`src/rtl/dcache_pkg.sv`:
```
// Shared definitions for the dcache pmem arbiter: FSM encodings, request
// bundle type and the request-detect helper.
package dcache_pkg;

    localparam int PMEM_LEN_W = 8;

    localparam logic [1:0] ARB_IDLE = 2'd0;
    localparam logic [1:0] ARB_CMD  = 2'd1;
    localparam logic [1:0] ARB_RESP = 2'd2;

    typedef struct packed {
        logic [3:0]            wr;
        logic                  rd;
        logic [PMEM_LEN_W-1:0] len;
        logic [31:0]           addr;
        logic [31:0]           data;
    } pmem_req_t;

    function automatic logic is_req(input logic [3:0] wr, input logic rd);
        return rd | (|wr);
    endfunction

endpackage

```
`src/rtl/dcache_pmem_mux.sv`:
```
// Request mux toward the AXI bridge plus response steering back to the
// requester that owns the current transaction.
import dcache_pkg::*;

module dcache_pmem_mux (
    input  logic      sel,
    input  logic      fwd_en,
    input  logic      rd_en,
    input  pmem_req_t req0,
    input  pmem_req_t req1,
    output pmem_req_t out,
    input  logic      resp_sel,
    input  logic      resp_ack,
    input  logic      resp_error,
    output logic      ack0,
    output logic      ack1,
    output logic      error0,
    output logic      error1
);

    pmem_req_t sel_req_s;

    // Mirror the selected requester; strobes are suppressed when not forwarding
    always_comb begin
        sel_req_s = sel ? req1 : req0;
        out       = sel_req_s;
        if (!fwd_en) begin
            out.wr = 4'd0;
            out.rd = 1'b0;
        end else if (!rd_en) begin
            out.rd = 1'b0;
        end else begin
            out.rd = sel_req_s.rd;
        end
    end

    assign ack0   = resp_ack & ~resp_sel;
    assign ack1   = resp_ack & resp_sel;
    assign error0 = resp_error & ~resp_sel;
    assign error1 = resp_error & resp_sel;

endmodule

```
`src/rtl/dcache_pmem_arb.sv`:
```
// Burst-locking two-requester arbiter for the dcache pmem port.
// Optional watchdog enabled with macro DCACHE_PMEM_ARB_TIMEOUT_EN.
import dcache_pkg::*;

module dcache_pmem_arb #(
    parameter bit          DEFAULT_PRIO   = 1'b0,
    parameter int unsigned TIMEOUT_CYCLES = 1024
) (
    input  logic        clk,
    input  logic        rst_n,
    input  logic [3:0]  inport0_wr_i,
    input  logic        inport0_rd_i,
    input  logic [7:0]  inport0_len_i,
    input  logic [31:0] inport0_addr_i,
    input  logic [31:0] inport0_write_data_i,
    output logic        inport0_accept_o,
    output logic        inport0_ack_o,
    output logic        inport0_error_o,
    output logic [31:0] inport0_read_data_o,
    input  logic [3:0]  inport1_wr_i,
    input  logic        inport1_rd_i,
    input  logic [7:0]  inport1_len_i,
    input  logic [31:0] inport1_addr_i,
    input  logic [31:0] inport1_write_data_i,
    output logic        inport1_accept_o,
    output logic        inport1_ack_o,
    output logic        inport1_error_o,
    output logic [31:0] inport1_read_data_o,
    output logic [3:0]  outport_wr_o,
    output logic        outport_rd_o,
    output logic [7:0]  outport_len_o,
    output logic [31:0] outport_addr_o,
    output logic [31:0] outport_write_data_o,
    input  logic        outport_accept_i,
    input  logic        outport_ack_i,
    input  logic        outport_error_i,
    input  logic [31:0] outport_read_data_i,
    output logic        grant_o,
    output logic        busy_o
);

    logic [1:0]            state_r;
    logic                  owner_r;
    logic                  last_grant_r;
    logic [PMEM_LEN_W-1:0] beat_cnt_r;
    logic [PMEM_LEN_W:0]   resp_cnt_r;

    logic                  req0_s;
    logic                  req1_s;
    logic                  winner_s;
    logic                  win_req_s;
    logic                  win_is_wr_s;
    logic [PMEM_LEN_W-1:0] win_len_s;
    logic                  fwd_en_s;
    logic                  accept_s;
    logic                  timeout_s;
    logic                  route_ack_s;
    logic                  route_err_s;
    pmem_req_t             req0_bus_s;
    pmem_req_t             req1_bus_s;
    pmem_req_t             out_bus_s;

    assign req0_s = is_req(inport0_wr_i, inport0_rd_i);
    assign req1_s = is_req(inport1_wr_i, inport1_rd_i);

    // Round-robin pick in IDLE, otherwise the locked owner keeps the port
    always_comb begin
        winner_s = owner_r;
        case (state_r)
            ARB_IDLE: begin
                if (req0_s && req1_s) begin
                    winner_s = ~last_grant_r;
                end else if (req1_s) begin
                    winner_s = 1'b1;
                end else if (req0_s) begin
                    winner_s = 1'b0;
                end else begin
                    winner_s = owner_r;
                end
            end
            default: winner_s = owner_r;
        endcase
    end

    assign win_req_s   = winner_s ? req1_s : req0_s;
    assign win_is_wr_s = winner_s ? (|inport1_wr_i) : (|inport0_wr_i);
    assign win_len_s   = winner_s ? inport1_len_i : inport0_len_i;

    // Only write beats of the owner pass during CMD; nothing passes in RESP
    always_comb begin
        fwd_en_s = 1'b0;
        case (state_r)
            ARB_IDLE: fwd_en_s = win_req_s;
            ARB_CMD:  fwd_en_s = win_is_wr_s;
            default:  fwd_en_s = 1'b0;
        endcase
    end

    assign accept_s         = fwd_en_s & outport_accept_i;
    assign inport0_accept_o = accept_s & ~winner_s;
    assign inport1_accept_o = accept_s & winner_s;

`ifdef DCACHE_PMEM_ARB_TIMEOUT_EN
    logic [31:0] wd_cnt_r;
    logic        late_drop_r;

    assign timeout_s   = (state_r != ARB_IDLE) && !outport_ack_i &&
                         (wd_cnt_r == 32'(TIMEOUT_CYCLES - 32'd1));
    assign route_ack_s = (outport_ack_i & ~late_drop_r) | timeout_s;
    assign route_err_s = (outport_error_i & ~late_drop_r) | timeout_s;

    // Watchdog: restarts on any handshake; after firing, stale acks are swallowed
    always_ff @(posedge clk or negedge rst_n) begin
        if (!rst_n) begin
            wd_cnt_r    <= 32'd0;
            late_drop_r <= 1'b0;
        end else begin
            if (outport_ack_i || accept_s || state_r == ARB_IDLE) begin
                wd_cnt_r <= 32'd0;
            end else begin
                wd_cnt_r <= wd_cnt_r + 32'd1;
            end
            if (timeout_s) begin
                late_drop_r <= 1'b1;
            end else if (accept_s) begin
                late_drop_r <= 1'b0;
            end else begin
                late_drop_r <= late_drop_r;
            end
        end
    end
`else
    assign timeout_s   = 1'b0;
    assign route_ack_s = outport_ack_i;
    assign route_err_s = outport_error_i;
`endif

    // Transaction sequencer: lock on first accept, release on last or error ack
    always_ff @(posedge clk or negedge rst_n) begin
        if (!rst_n) begin
            state_r      <= ARB_IDLE;
            owner_r      <= DEFAULT_PRIO;
            last_grant_r <= ~DEFAULT_PRIO;
            beat_cnt_r   <= 8'd0;
            resp_cnt_r   <= 9'd0;
        end else if (timeout_s) begin
            state_r    <= ARB_IDLE;
            beat_cnt_r <= 8'd0;
            resp_cnt_r <= 9'd0;
        end else begin
            case (state_r)
                ARB_IDLE: begin
                    if (accept_s) begin
                        owner_r      <= winner_s;
                        last_grant_r <= winner_s;
                        if (!win_is_wr_s) begin
                            resp_cnt_r <= {1'b0, win_len_s} + 9'd1;
                            state_r    <= ARB_RESP;
                        end else if (win_len_s == 8'd0) begin
                            resp_cnt_r <= 9'd1;
                            state_r    <= ARB_RESP;
                        end else begin
                            beat_cnt_r <= win_len_s;
                            state_r    <= ARB_CMD;
                        end
                    end
                end
                ARB_CMD: begin
                    if (accept_s) begin
                        beat_cnt_r <= beat_cnt_r - 8'd1;
                        if (beat_cnt_r == 8'd1) begin
                            resp_cnt_r <= 9'd1;
                            state_r    <= ARB_RESP;
                        end
                    end
                end
                ARB_RESP: begin
                    if (outport_ack_i) begin
                        if (outport_error_i || resp_cnt_r == 9'd1) begin
                            resp_cnt_r <= 9'd0;
                            state_r    <= ARB_IDLE;
                        end else begin
                            resp_cnt_r <= resp_cnt_r - 9'd1;
                        end
                    end
                end
                default: state_r <= ARB_IDLE;
            endcase
        end
    end

    assign req0_bus_s = '{wr: inport0_wr_i, rd: inport0_rd_i, len: inport0_len_i,
                          addr: inport0_addr_i, data: inport0_write_data_i};
    assign req1_bus_s = '{wr: inport1_wr_i, rd: inport1_rd_i, len: inport1_len_i,
                          addr: inport1_addr_i, data: inport1_write_data_i};

    dcache_pmem_mux u_mux (
        .sel        (winner_s),
        .fwd_en     (fwd_en_s),
        .rd_en      (state_r == ARB_IDLE),
        .req0       (req0_bus_s),
        .req1       (req1_bus_s),
        .out        (out_bus_s),
        .resp_sel   (owner_r),
        .resp_ack   (route_ack_s),
        .resp_error (route_err_s),
        .ack0       (inport0_ack_o),
        .ack1       (inport1_ack_o),
        .error0     (inport0_error_o),
        .error1     (inport1_error_o)
    );

    assign outport_wr_o         = out_bus_s.wr;
    assign outport_rd_o         = out_bus_s.rd;
    assign outport_len_o        = out_bus_s.len;
    assign outport_addr_o       = out_bus_s.addr;
    assign outport_write_data_o = out_bus_s.data;

    assign inport0_read_data_o = outport_read_data_i;
    assign inport1_read_data_o = outport_read_data_i;

    assign grant_o = owner_r;
    assign busy_o  = (state_r != ARB_IDLE);

endmodule
```
`config.mk`:
```
export PLATFORM = sky130hd
export DESIGN_NAME = dcache_pmem_arb
export DESIGN_NICKNAME = d
export VERILOG_FILES = /design/src/rtl/dcache_pkg.sv /design/src/rtl/dcache_pmem_mux.sv /design/src/rtl/dcache_pmem_arb.sv
export SDC_FILE = /design/constraint.sdc
export NUM_CORES = 1
export LEC_CHECK = 0
export ABC_AREA = 1
export ABC_CLOCK_PERIOD_IN_PS = 2310
export BUFFER_PORTS_ARGS = -buffer_cell sky130_fd_sc_hd__buf_2
export CAP_MARGIN = 20
export CORE_AREA = 2 2 131 133
export DETAILED_ROUTE_END_ITERATION = 10
export DIE_AREA = 0 0 133 135
export GPL_TIMING_DRIVEN = 0
export SLEW_MARGIN = 5
export SYNTH_ARGS = -nofsm -noshare
export SYNTH_HDL_FRONTEND = slang
export SYNTH_SLANG_ARGS = --single-unit
```
`constraint.sdc`:
```
create_clock -name clk -period 2.31 [get_ports clk]
set_input_delay 0.3465 -clock clk [delete_from_list [all_inputs] [get_ports clk]]
set_output_delay 0.3465 -clock clk [all_outputs]
set_load 0.02 [all_outputs]
```
==> run summary, run 1 <==
die width - 133 um
Starting DRT DRC Count - 157
R2R Setup Slk - -0.03 ns
Final nets - 1147
most common cell after layout, fill and taps aside - buf_2
Netlist cell types - 33
hpwl dp - 14000 um
Residual DRC - 0
Total Power - 11.5 mW
Setup TNS - -1.16 ns
first-pass GRT wire length - 25600 um
worst slew pin tran - 0.519 ns
Max Cap Viol - 0
Final min period - 2.40 ns
max incr delay on CP - 0.40 ns
row count - 47
Clk Tree Root Cell - clkbuf_16
PD cells - 1720 mW/mm^2
input/output buffers - 307
Slew headroom - 0.654
worst r2r dst - beat_cnt_r[6]$_DFFE_PN0P_
antenna violations before repair - 3
Final Hold Fails - 0
worst-case clock buffer depth - 2
clock slew at reported path FFs - 0.06 ns
final wirelength - 17600 um
Clock Latency Late Sink - 0.26 ns
Critical Path RT - 1.96 ns
mean post-synth cell area - 5.54 sq um
Hold WC Path Type - input pin to asynchronous set/reset pin
share of layout cells above drive strength 1 - 0.592
outcome - finished, violations left
# setup viols final - 47
core footprint - 0.0164 sq mm
crit share post-route - 1.04
vias per cell - 4.22
RR Startpoint - state_r[1]$_DFFE_PN0P_
Synth Warn # - 0
CTS Sinks - 21
pre-CTS setup slack - -0.368 ns
crit path kind - flip-flop to primary output
Area growth, synth to finish - 101%
routed vias - 4926
Fmax - 416 MHz
maximum vdd drop - 0.000777 V
post-synthesis cell area - 0.00334 sq mm
Chip Height - 135 um
EDFF count, synth - 0
syn_nets - 803
IO Count - 340
dominant synthesized flop cell - dfrtp_1
die area - 0.0180 sq mm
Post-Synthesis Cells - 603
Setup crit end kind - primary output
initial core utilization - 0.204
failing checks - setup timing
Critical Path AT - 2.06 ns
Hold-fix buffers, CTS - 0
Final Skew - 0.00327 ns
most frequent cells in the layout - 232 x buf_2, 217 x nand2_1, 109 x buf_4, 59 x buf_6, 58 x nand2_2
H-tree lvl count - 1
global router's overall resource usage - 0.182
RSZ-0062 raised after global routing - true
DRT Pass-1 Iters - 4
routed wire length per instance - 15.1 um
Slew Limit Fails - 0
largest net degree at the start of global routing - 22
startpoint type of the worst setup path - flip-flop
vias in the first global route - 4728
Routability Congestion - 0.886
critical path fanouts, max - 6
#FFs+latches synth - 21
CTS buffer count - 3
sequential-to-total area share from yosys stat - 0.158
CTS tree - yes
Antenna Nets Post-Route - 0
Post-synth ARST share - 1.00
static leakage - 3.84 nW
GR Overflow Total - 0
CP max stage cell - dfrtp_1
Final Worst Setup Slack - -0.0947 ns
R2R depth - 19
CP Cell Sequence - inv_2 -> ha_4 -> nand2_2 -> inv_2 -> nand2_4 -> nand2_8 -> buf_12 -> buf_12 -> clkbuf_16 -> nand2_4 -> a21oi_4 -> buf_6
-- power by group --
group	internal, mW	switching [mW]	total, mW
logic	4.42	6.07	10.5
registers	0.520	0.136	0.657
clock network	0.233	0.150	0.383
total	5.17	6.36	11.5
-- cells in the mapped netlist (2+ instances only) --
library cell  count  area, sq um
nand2_1         296         1110
nand3b_1          6         45.0
a21oi_1           7         35.0
nor3_1            2         10.0
buf_6             3         33.8
o21ai_1           8         40.0
nor2_1           28          105
a21oi_4           2         32.5
nor2_2            5         31.3
buf_2             2         10.0
ha_1              9          113
xor2_1            5         43.8
buf_4            65          488
clkbuf_1         15         56.3
xnor2_1           2         17.5
or2_2             2         12.5
dfrtp_1          20          500
nand3_1          39          195
inv_2             3         11.3
nand2_2           9         56.3
inv_1            39          146
nand2_4           4         45.0
o21ai_0          22          110
-- flip-flops by register name, indices dropped and copies added, names as in the netlist --
signal and count:
resp_cnt_r 9, beat_cnt_r 8, state_r 2, grant_o 1, last_grant_r 1
-- layer usage --
layer | share of wire | global-route usage
met5 | 0.00074 | 0
met4 | 0.034 | 0.0526
met3 | 0.078 | 0.0514
met2 | 0.48 | 0.311
met1 | 0.41 | 0.225
-- critical path, delay by kind of cell (launching register included) --
family / cells / cell delay, ns
fa+ha+maj: 1 / 0.17
buf+inv: 6 / 0.77
simple gates: 4 / 0.30
compound gates: 1 / 0.16
flops: 1 / 0.40
-- logic make-up after synthesis --
logic type | Yosys count | synth area share
simple gates | 393 | 0.487
buf+inv | 128 | 0.224
compound gates | 45 | 0.0786
flops | 21 | 0.158
fa+ha+maj | 9 | 0.0337
xor+xnor | 7 | 0.0183
-- worst max path at each step --
stage,start,endpoint,slack (ns),cells after the start
after floorplan,state_r[1]$_DFFE_PN0P_,outport_wr_o[0],0.003,12
after detailed placement,inport1_wr_i[0],beat_cnt_r[6]$_DFFE_PN0P_,-0.37,19
after CTS,state_r[1]$_DFFE_PN0P_,outport_rd_o,-0.13,12
after global routing,state_r[1]$_DFFE_PN0P_,outport_wr_o[0],-0.17,12
after global placement,inport1_wr_i[1],outport_wr_o[3],-0.36,12
final,state_r[1]$_DFFE_PN0P_,outport_wr_o[3],-0.09,12
-- cell type report --
cell class / count / area (sq um)
Inverter: 43 / 171
Timing Repair Buffer: 339 / 2250
Multi-Input combinational cell: 455 / 2670
Sequential cell: 21 / 527
Fill cell: 1727 / 9700
Clock inverter: 1 / 5.00
Buffer: 84 / 729
Clock buffer: 3 / 75.1
Tap cell: 220 / 275
Antenna cell: 1 / 2.50
-- metrics by stage --
| stage | hold WS (ns) | util | area, sq um | cells |
|---|---|---|---|---|
| after floorplan | 0.0509 | - | 3400 | 603 |
| after global placement | 0.348 | 0.318 | 5210 | 1130 |
| after detailed placement | 0.344 | 0.318 | 5210 | 1130 |
| after CTS | 0.0737 | 0.386 | 6330 | 1162 |
| after global routing | 0.101 | 0.409 | 6700 | 1167 |
| final | 0.0592 | 0.409 | 6700 | 1167 |
-- timing repair --
item                                    4_1_cts  5_1_grt
gates cloned                                  6        1
pin swaps                                    29       27
resized for setup                           229       91
endpoints found under the setup margin       96       96
buffers inserted                             22        5
Power figures use the tool's default switching activity.
==> inputs of run 2 (changes only) <==
- ABC_AREA: 1 -> 0
- CORE_AREA: 2 2 131 133 -> 2 2 132 134
- DIE_AREA: 0 0 133 135 -> 0 0 134 136
==> run 2 against run 1 <==
The run still ends with setup timing left. Register-to-register slack got worse by 1.0 ns. Global-route usage fell by 1.5 points. Die area is 1.5% higher. First-iteration DRC count increased by 42%. Critical path type is now input pin to flip-flop. Critical endpoint is now resp_cnt_r[1]$_DFFE_PN0P_. Sequential power grew 11%. Wire length grew 1.7%. Combinational power is 5% higher. Fmax shrank 31%. Clock power down 2%. Utilization increased by 3.0 points. Sequential cell count unchanged.
==> run summary, run 2 <==
most frequent cells in the layout - 232 x buf_2, 92 x buf_6, 92 x buf_4, 90 x nand2_1, 82 x nand2_4
antenna violations before repair - 0 (-3)
clock slew at reported path FFs - 0.06 ns (about the same)
Synth top cells by count - 230 x nand2_1, 64 x buf_4, 25 x o21ai_0
syn_nets - 715 (-11%)
Max Cap Viol - 0 (unchanged)
largest registers - resp_cnt_r: 9 flops, beat_cnt_r: 8 flops, state_r: 2 flops
vias per cell - 4.42 (+4.7%)
worst slew pin tran - 0.489 ns (-0.0293 ns)
Slew Limit Fails - 0 (unchanged)
CP max stage cell - or4_4
Clk Tree Root Cell - clkbuf_16
input/output buffers - 307 (unchanged)
Residual DRC - 0 (unchanged)
Starting DRT DRC Count - 223 (+42%)
EDFF count, synth - 0 (unchanged)
Util after Layout - 0.439 (+0.0304)
IO Count - 340 (unchanged)
Synth Warn # - 0 (unchanged)
Setup TNS - -65.38 ns (-64.22 ns)
Final Worst Setup Slack - -1.15 ns (-1.06 ns)
crit path kind - input pin to flip-flop
final wirelength - 17900 um (+1.7%)
routed wire length per instance - 16.2 um (+7.7%)
Antenna Nets Post-Route - 0 (unchanged)
first-pass GRT wire length - 24000 um (-6.2%)
RSZ-0062 raised after global routing - true
worst-case clock buffer depth - 2 (unchanged)
Yosys top cell by area - nand2_1
post-synthesis cell area - 0.00312 sq mm (-6.6%)
Slew headroom - 0.671 (+0.0170)
CTS tree - yes
Biggest register - resp_cnt_r
Netlist cell types - 46 (+39%)
GR Overflow Total - 0 (unchanged)
dominant synthesized flop cell - dfrtp_1
Fmax - 289 MHz (-31%)
Critical Path AT - 3.60 ns (+1.54 ns)
critical path fanouts, max - 5 (-1)
core footprint - 0.0169 sq mm (+2.9%)
global router's overall resource usage - 0.167 (-0.0151)
# setup viols final - 99 (+110%)
hpwl dp - 13000 um (-7.5%)
DRT Pass-1 Iters - 4 (unchanged)
placed cell areas - 0.00509 sq mm (-2.3%)
outcome - finished, violations left
final hold slack - 0.0504 ns (-0.00875 ns)
post-route cell area - 0.00741 sq mm (+11%)
#FFs+latches synth - 21 (unchanged)
row count - 48 (+2.1%)
crit share post-route - 1.50 (+0.458)
Hold-fix buffers, CTS - 0 (unchanged)
mean post-synth cell area - 6.06 sq um (+9.4%)
Final Skew - 0.00474 ns (+0.00146 ns)
CP most frequent cell - buf_6
startpoint type of the worst setup path - input pin
# diodes - 0 (-1)
initial core utilization - 0.185 (-0.0187)
Critical Path RT - 2.45 ns (+0.49 ns)
H-tree lvl count - 1 (unchanged)
RR Startpoint - state_r[1]$_DFFE_PN0P_
sequential-to-total area share from yosys stat - 0.169 (+0.0111)
post-synth top area share - 0.277 (-0.0559)
max FFs per register - 9 (unchanged)
max incr delay on CP - 0.56 ns (+0.16 ns)
CP startpoint - inport1_wr_i[2]
die area - 0.0182 sq mm (+1.5%)
routed vias - 4869 (-1.2%)
CP Cell Sequence - buf_6 -> or4_4 -> o21a_4 -> a22o_1 -> buf_6 -> clkbuf_16 -> nand2_4 -> nand2_4 -> inv_2 -> ha_4 -> or4b_4 -> nor4_4 -> mux2_4 -> nor3_4 -> a211o_4 -> buf_6 -> a211oi_2 -> a21oi_1
Routability Congestion - 0.850 (-4.1%)
static leakage - 4.01 nW (+4.3%)
Clock Latency Late Sink - 0.25 ns (about the same)
share of layout cells above drive strength 1 - 0.725 (+0.133)
Setup crit end kind - flip-flop
failing checks - setup timing
most common cell after layout, fill and taps aside - buf_2
Hold WC Path Type - input pin to asynchronous set/reset pin
Final min period - 3.46 ns (+1.06 ns)
die width - 134 um (+0.75%)
vias in the first global route - 4417 (-6.6%)
largest net degree at the start of global routing - 22 (unchanged)
count leader, synth - nand2_1
Post-Synthesis Cells - 515 (-15%)
Final Hold Fails - 0 (unchanged)
Final nets - 1078 (-6.0%)
Post-synth ARST share - 1.00 (unchanged)
PD cells - 1640 mW/mm^2 (-5.0%)
maximum vdd drop - 0.000865 V (+11%)
Chip Height - 136 um (+0.74%)
CTS Sinks - 21 (unchanged)
Synth area leaders - nand2_1 28%, dfrtp_1 16%, buf_4 15%
Area growth, synth to finish - 137%
CTS buffer count - 3 (unchanged)
-- run 2: power by group --
group          switching (mW)  internal [mW]
combinational            5.73           5.28
clock                   0.139          0.235
sequential              0.182          0.547
total                    6.05           6.06
-- run 2: kinds of logic after synthesis --
| family | Yosys count | share of synthesized area |
|---|---|---|
| mux | 10 | 0.0361 |
| xor+xnor | 6 | 0.0168 |
| simple gates | 295 | 0.394 |
| compound gates | 74 | 0.145 |
| fa+ha+maj | 9 | 0.0361 |
| flops | 21 | 0.169 |
| buf+inv | 100 | 0.203 |
-- run 2: area by class of cell --
class / count / area (sq um)
plain buffers: 88 / 818
clock buffers: 4 / 78.8
fillers: 1677 / 9470
inverters: 12 / 45.0
multi-input cells: 395 / 3040
flip-flops and latches: 21 / 527
well taps: 225 / 282
repair buffers: 357 / 2620
-- run 2: stage by stage --
stage                     std cells  power [mW]  setup WS, ns
after floorplan                 515        4.87         -1.35
after global placement         1047        6.98         -1.77
after detailed placement       1047        7.00         -1.86
after CTS                      1082        10.6         -1.13
after global routing           1102        12.8         -1.25
final                          1102        12.1         -1.15
-- run 2: path summary, 6_finish.rpt --
| check | to | cells past startpoint | slack [ns] |
|---|---|---|---|
| max | resp_cnt_r[1]$_DFFE_PN0P_ | 18 | -1.15 |
| min | resp_cnt_r[6]$_DFFE_PN0P_ | 1 | 0.05 |
| max reg2reg | resp_cnt_r[1]$_DFFE_PN0P_ | 19 | -1.04 |
| min reg2reg | resp_cnt_r[4]$_DFFE_PN0P_ | 2 | 0.51 |
| max in group asynchronous | last_grant_r$_DFFE_PN1P_ | 1 | 1.90 |
| min in group clk | resp_cnt_r[4]$_DFFE_PN0P_ | 2 | 0.51 |
-- run 2: what timing repair did --
item	in CTS	in global routing
gates resized for setup	325	171
setup buffers	22	24
endpoints found under the setup margin	100	100
cloned	9	0
pin swaps	53	86
-- run 2: worst max-delay path: cells and delay by family --
family          cells  cell delay [ns]
mux                 1             0.22
simple gates        6             1.34
buf+inv             5             0.57
fa+ha+maj           1             0.12
compound gates      5             0.99
-- run 2: per-layer routing --
layer / global-route usage / part of all wire
met1: 0.223 / 0.42
met2: 0.291 / 0.50
met3: 0.0373 / 0.071
met4: 0.00591 / 0.0053
met5: 0 / 0
==> inputs of run 3 (changes only) <==
- PLACE_DENSITY: unset -> 0.56
==> run 3 against run 2 <==
Worst setup slack better by 0.052 ns. Total power down 24%. Utilization down 8.3 points. Final area down 19%. Count of clock-buffer cells in the layout down 1. Sequential cell count unchanged. Fmax up 1.5%. Critical endpoint unchanged. The flow still finishes with violations (setup timing).
==> run summary, run 3 (same netlist as run 2, synthesis figures left out) <==
final wirelength - 16100 um (-10%)
Hold WC Path Type - input pin to asynchronous set/reset pin
crit share post-route - 1.48 (-0.0223)
Final Worst Setup Slack - -1.10 ns (+0.0516 ns)
crit path kind - input pin to flip-flop
Setup crit end kind - flip-flop
GR Overflow Total - 0 (unchanged)
outcome - finished, violations left
max FFs per register - 9 (unchanged)
Final Hold Fails - 0 (unchanged)
Clock Latency Late Sink - 0.25 ns (about the same)
die width - 134 um (unchanged)
hpwl dp - 13200 um (+1.4%)
Biggest register - resp_cnt_r
core footprint - 0.0169 sq mm (unchanged)
maximum vdd drop - 0.000762 V (-12%)
R2R Setup Slk - -1.06 ns (-0.02 ns)
Final nets - 1053 (-2.3%)
# fillers - 1832 (+9.2%)
failing checks - setup timing
initial core utilization - 0.185 (unchanged)
critical path fanouts, max - 5 (unchanged)
PD cells - 1530 mW/mm^2 (-6.3%)
first-pass GRT wire length - 21900 um (-8.7%)
# diodes - 0 (unchanged)
Area growth, synth to finish - 92.1%
input/output buffers - 307 (unchanged)
CP most frequent cell - buf_6
switching part of the total - 0.541 (+0.0413)
final hold slack - 0.0534 ns (+0.00299 ns)
worst slew pin tran - 0.488 ns (-0.00100 ns)
static leakage - 3.36 nW (-16%)
largest registers - resp_cnt_r: 9 flops, beat_cnt_r: 8 flops, state_r: 2 flops
DRT Pass-1 Iters - 4 (unchanged)
die area - 0.0182 sq mm (unchanged)
Final min period - 3.41 ns (-0.0516 ns)
startpoint type of the worst setup path - input pin
share of layout cells above drive strength 1 - 0.575 (-0.150)
Critical Path RT - 2.44 ns (about the same)
RR Startpoint - state_r[1]$_DFFE_PN0P_
H-tree lvl count - 1 (unchanged)
Slew Limit Fails - 0 (unchanged)
Residual DRC - 0 (unchanged)
Buf+Inv Stages, Crit Path - 5 (unchanged)
Routability Congestion - 0.815 (-4.1%)
antenna violations before repair - 0 (unchanged)
CP Cell Sequence - buf_6 -> or4_4 -> o21a_1 -> a22o_1 -> buf_6 -> clkbuf_16 -> nand2_4 -> nand2_4 -> inv_4 -> ha_4 -> or4b_4 -> nor4_4 -> mux2_4 -> nor3_4 -> a211o_4 -> buf_6 -> a211oi_2 -> a21oi_1
Setup TNS - -51.95 ns (+13.43 ns)
internal power - 4.22 mW (-30%)
# setup viols final - 100 (+1.0%)
vias per cell - 4.17 (-5.7%)
P_sw - 4.97 mW (-18%)
worst-case clock buffer depth - 2 (unchanged)
max incr delay on CP - 0.54 ns (-0.02 ns)
Max Cap Viol - 0 (unchanged)
Chip Height - 136 um (unchanged)
CTS Sinks - 21 (unchanged)
R2R depth - 19 (unchanged)
vias in the first global route - 4005 (-9.3%)
Final Skew - 0.00502 ns (+0.000290 ns)
Fmax - 293 MHz (+1.5%)
Hold-fix buffers, CTS - 0 (unchanged)
CP top delay family - simple AND/OR/NAND/NOR gates
Clk Tree Root Cell - clkbuf_16
most frequent cells in the layout - 285 x buf_2, 215 x nand2_1, 88 x buf_4, 22 x buf_6, 20 x dfrtp_1
Util after Layout - 0.355 (-0.0835)
RSZ-0062 raised after global routing - true
clock slew at reported path FFs - 0.06 ns (about the same)
CP max stage cell - or4_4
IO Count - 340 (unchanged)
Antenna Nets Post-Route - 0 (unchanged)
routed wire length per instance - 14.9 um (-8.1%)
Starting DRT DRC Count - 180 (-19%)
row count - 48 (unchanged)
global router's overall resource usage - 0.152 (-0.0153)
clock power share - 0.040 (+0.009)
routed vias - 4488 (-7.8%)
CTS tree - yes
most common cell after layout, fill and taps aside - buf_2
Slew headroom - 0.673 (+0.00192)
CTS buffer count - 3 (unchanged)
worst r2r dst - resp_cnt_r[1]$_DFFE_PN0P_
Critical Path AT - 3.54 ns (-0.06 ns)
largest net degree at the start of global routing - 22 (unchanged)
combinational fraction of design power - 0.880 (-0.029)
power share of the sequential group - 0.080 (+0.020)
[run 3: per-layer routing]
metal	wire, um	up-vias	global-route usage
li1	-	2301	-
met1	6990	1999	0.206
met2	7630	186	0.260
met3	1400	2	0.0343
met4	36	0	0.00650
met5	0	-	0
[run 3: area by class of cell]
type,instances,area (sq um),share of cell area
clock inverters,1,5.00,0.000834
inverters,12,47.5,0.00793
well taps,225,282,0.0469
clock buffers,3,75.1,0.0125
repair buffers,332,1950,0.325
multi-input cells,395,2330,0.389
flip-flops and latches,21,527,0.0878
plain buffers,88,779,0.130
[run 3: worst register-to-register path, cell delays in order (launching register included)]
cell and delay (ns):
dfrtp_1 0.36, inv_1 0.07, ha_1 0.19, clkbuf_8 0.16, o21a_1 0.14, a22o_1 0.21, buf_6 0.13, clkbuf_16 0.14
nand2_4 0.05, nand2_4 0.06, inv_4 0.05, ha_4 0.12, or4b_4 0.47, nor4_4 0.15, mux2_4 0.24, nor3_4 0.06
a211o_4 0.32, buf_6 0.15, a211oi_2 0.13, a21oi_1 0.05
[run 3: worst max-delay path by stage]
stage                                end  depth (start not counted)       startpoint
3_5_place_dp   resp_cnt_r[1]$_DFFE_PN0P_                         18  inport1_wr_i[0]
5_1_grt        resp_cnt_r[1]$_DFFE_PN0P_                         18  inport1_wr_i[2]
3_3_place_gp   resp_cnt_r[1]$_DFFE_PN0P_                         18  inport1_wr_i[0]
4_1_cts        resp_cnt_r[1]$_DFFE_PN0P_                         18  inport1_wr_i[2]
2_1_floorplan  resp_cnt_r[1]$_DFFE_PN0P_                         17  inport1_wr_i[0]
6_report       resp_cnt_r[1]$_DFFE_PN0P_                         18  inport1_wr_i[2]
[run 3: power by group through the flow]
| stage | Combinational (mW) | Clock, mW | Sequential (mW) |
|---|---|---|---|
| 3_5_place_dp | 6.31 | 0 | 0.718 |
| 5_1_grt | 8.73 | 0.402 | 0.758 |
| 3_3_place_gp | 6.28 | 0 | 0.715 |
| 2_1_floorplan | 4.18 | 0 | 0.686 |
| 4_1_cts | 7.55 | 0.382 | 0.721 |
| 6_report | 8.09 | 0.365 | 0.734 |
[run 3: timing repair]
| action | CTS | global route |
|---|---|---|
| pin swaps | 20 | 7 |
| cloned | 3 | 3 |
| setup endpoints to repair | 100 | 100 |
| gates resized for setup | 113 | 45 |
| buffers inserted | 14 | 6 |
[run 3: metrics by stage]
step           cell area (sq um)  cells  total power [mW]  setup slack, ns
6_report                    6000   1077              9.19            -1.10
5_1_grt                     6000   1077              9.89            -1.19
4_1_cts                     5750   1068              8.65            -1.07
3_5_place_dp                5090   1047              7.03            -1.78
3_3_place_gp                5090   1047              6.99            -1.77
2_1_floorplan               3280    515              4.87            -1.35
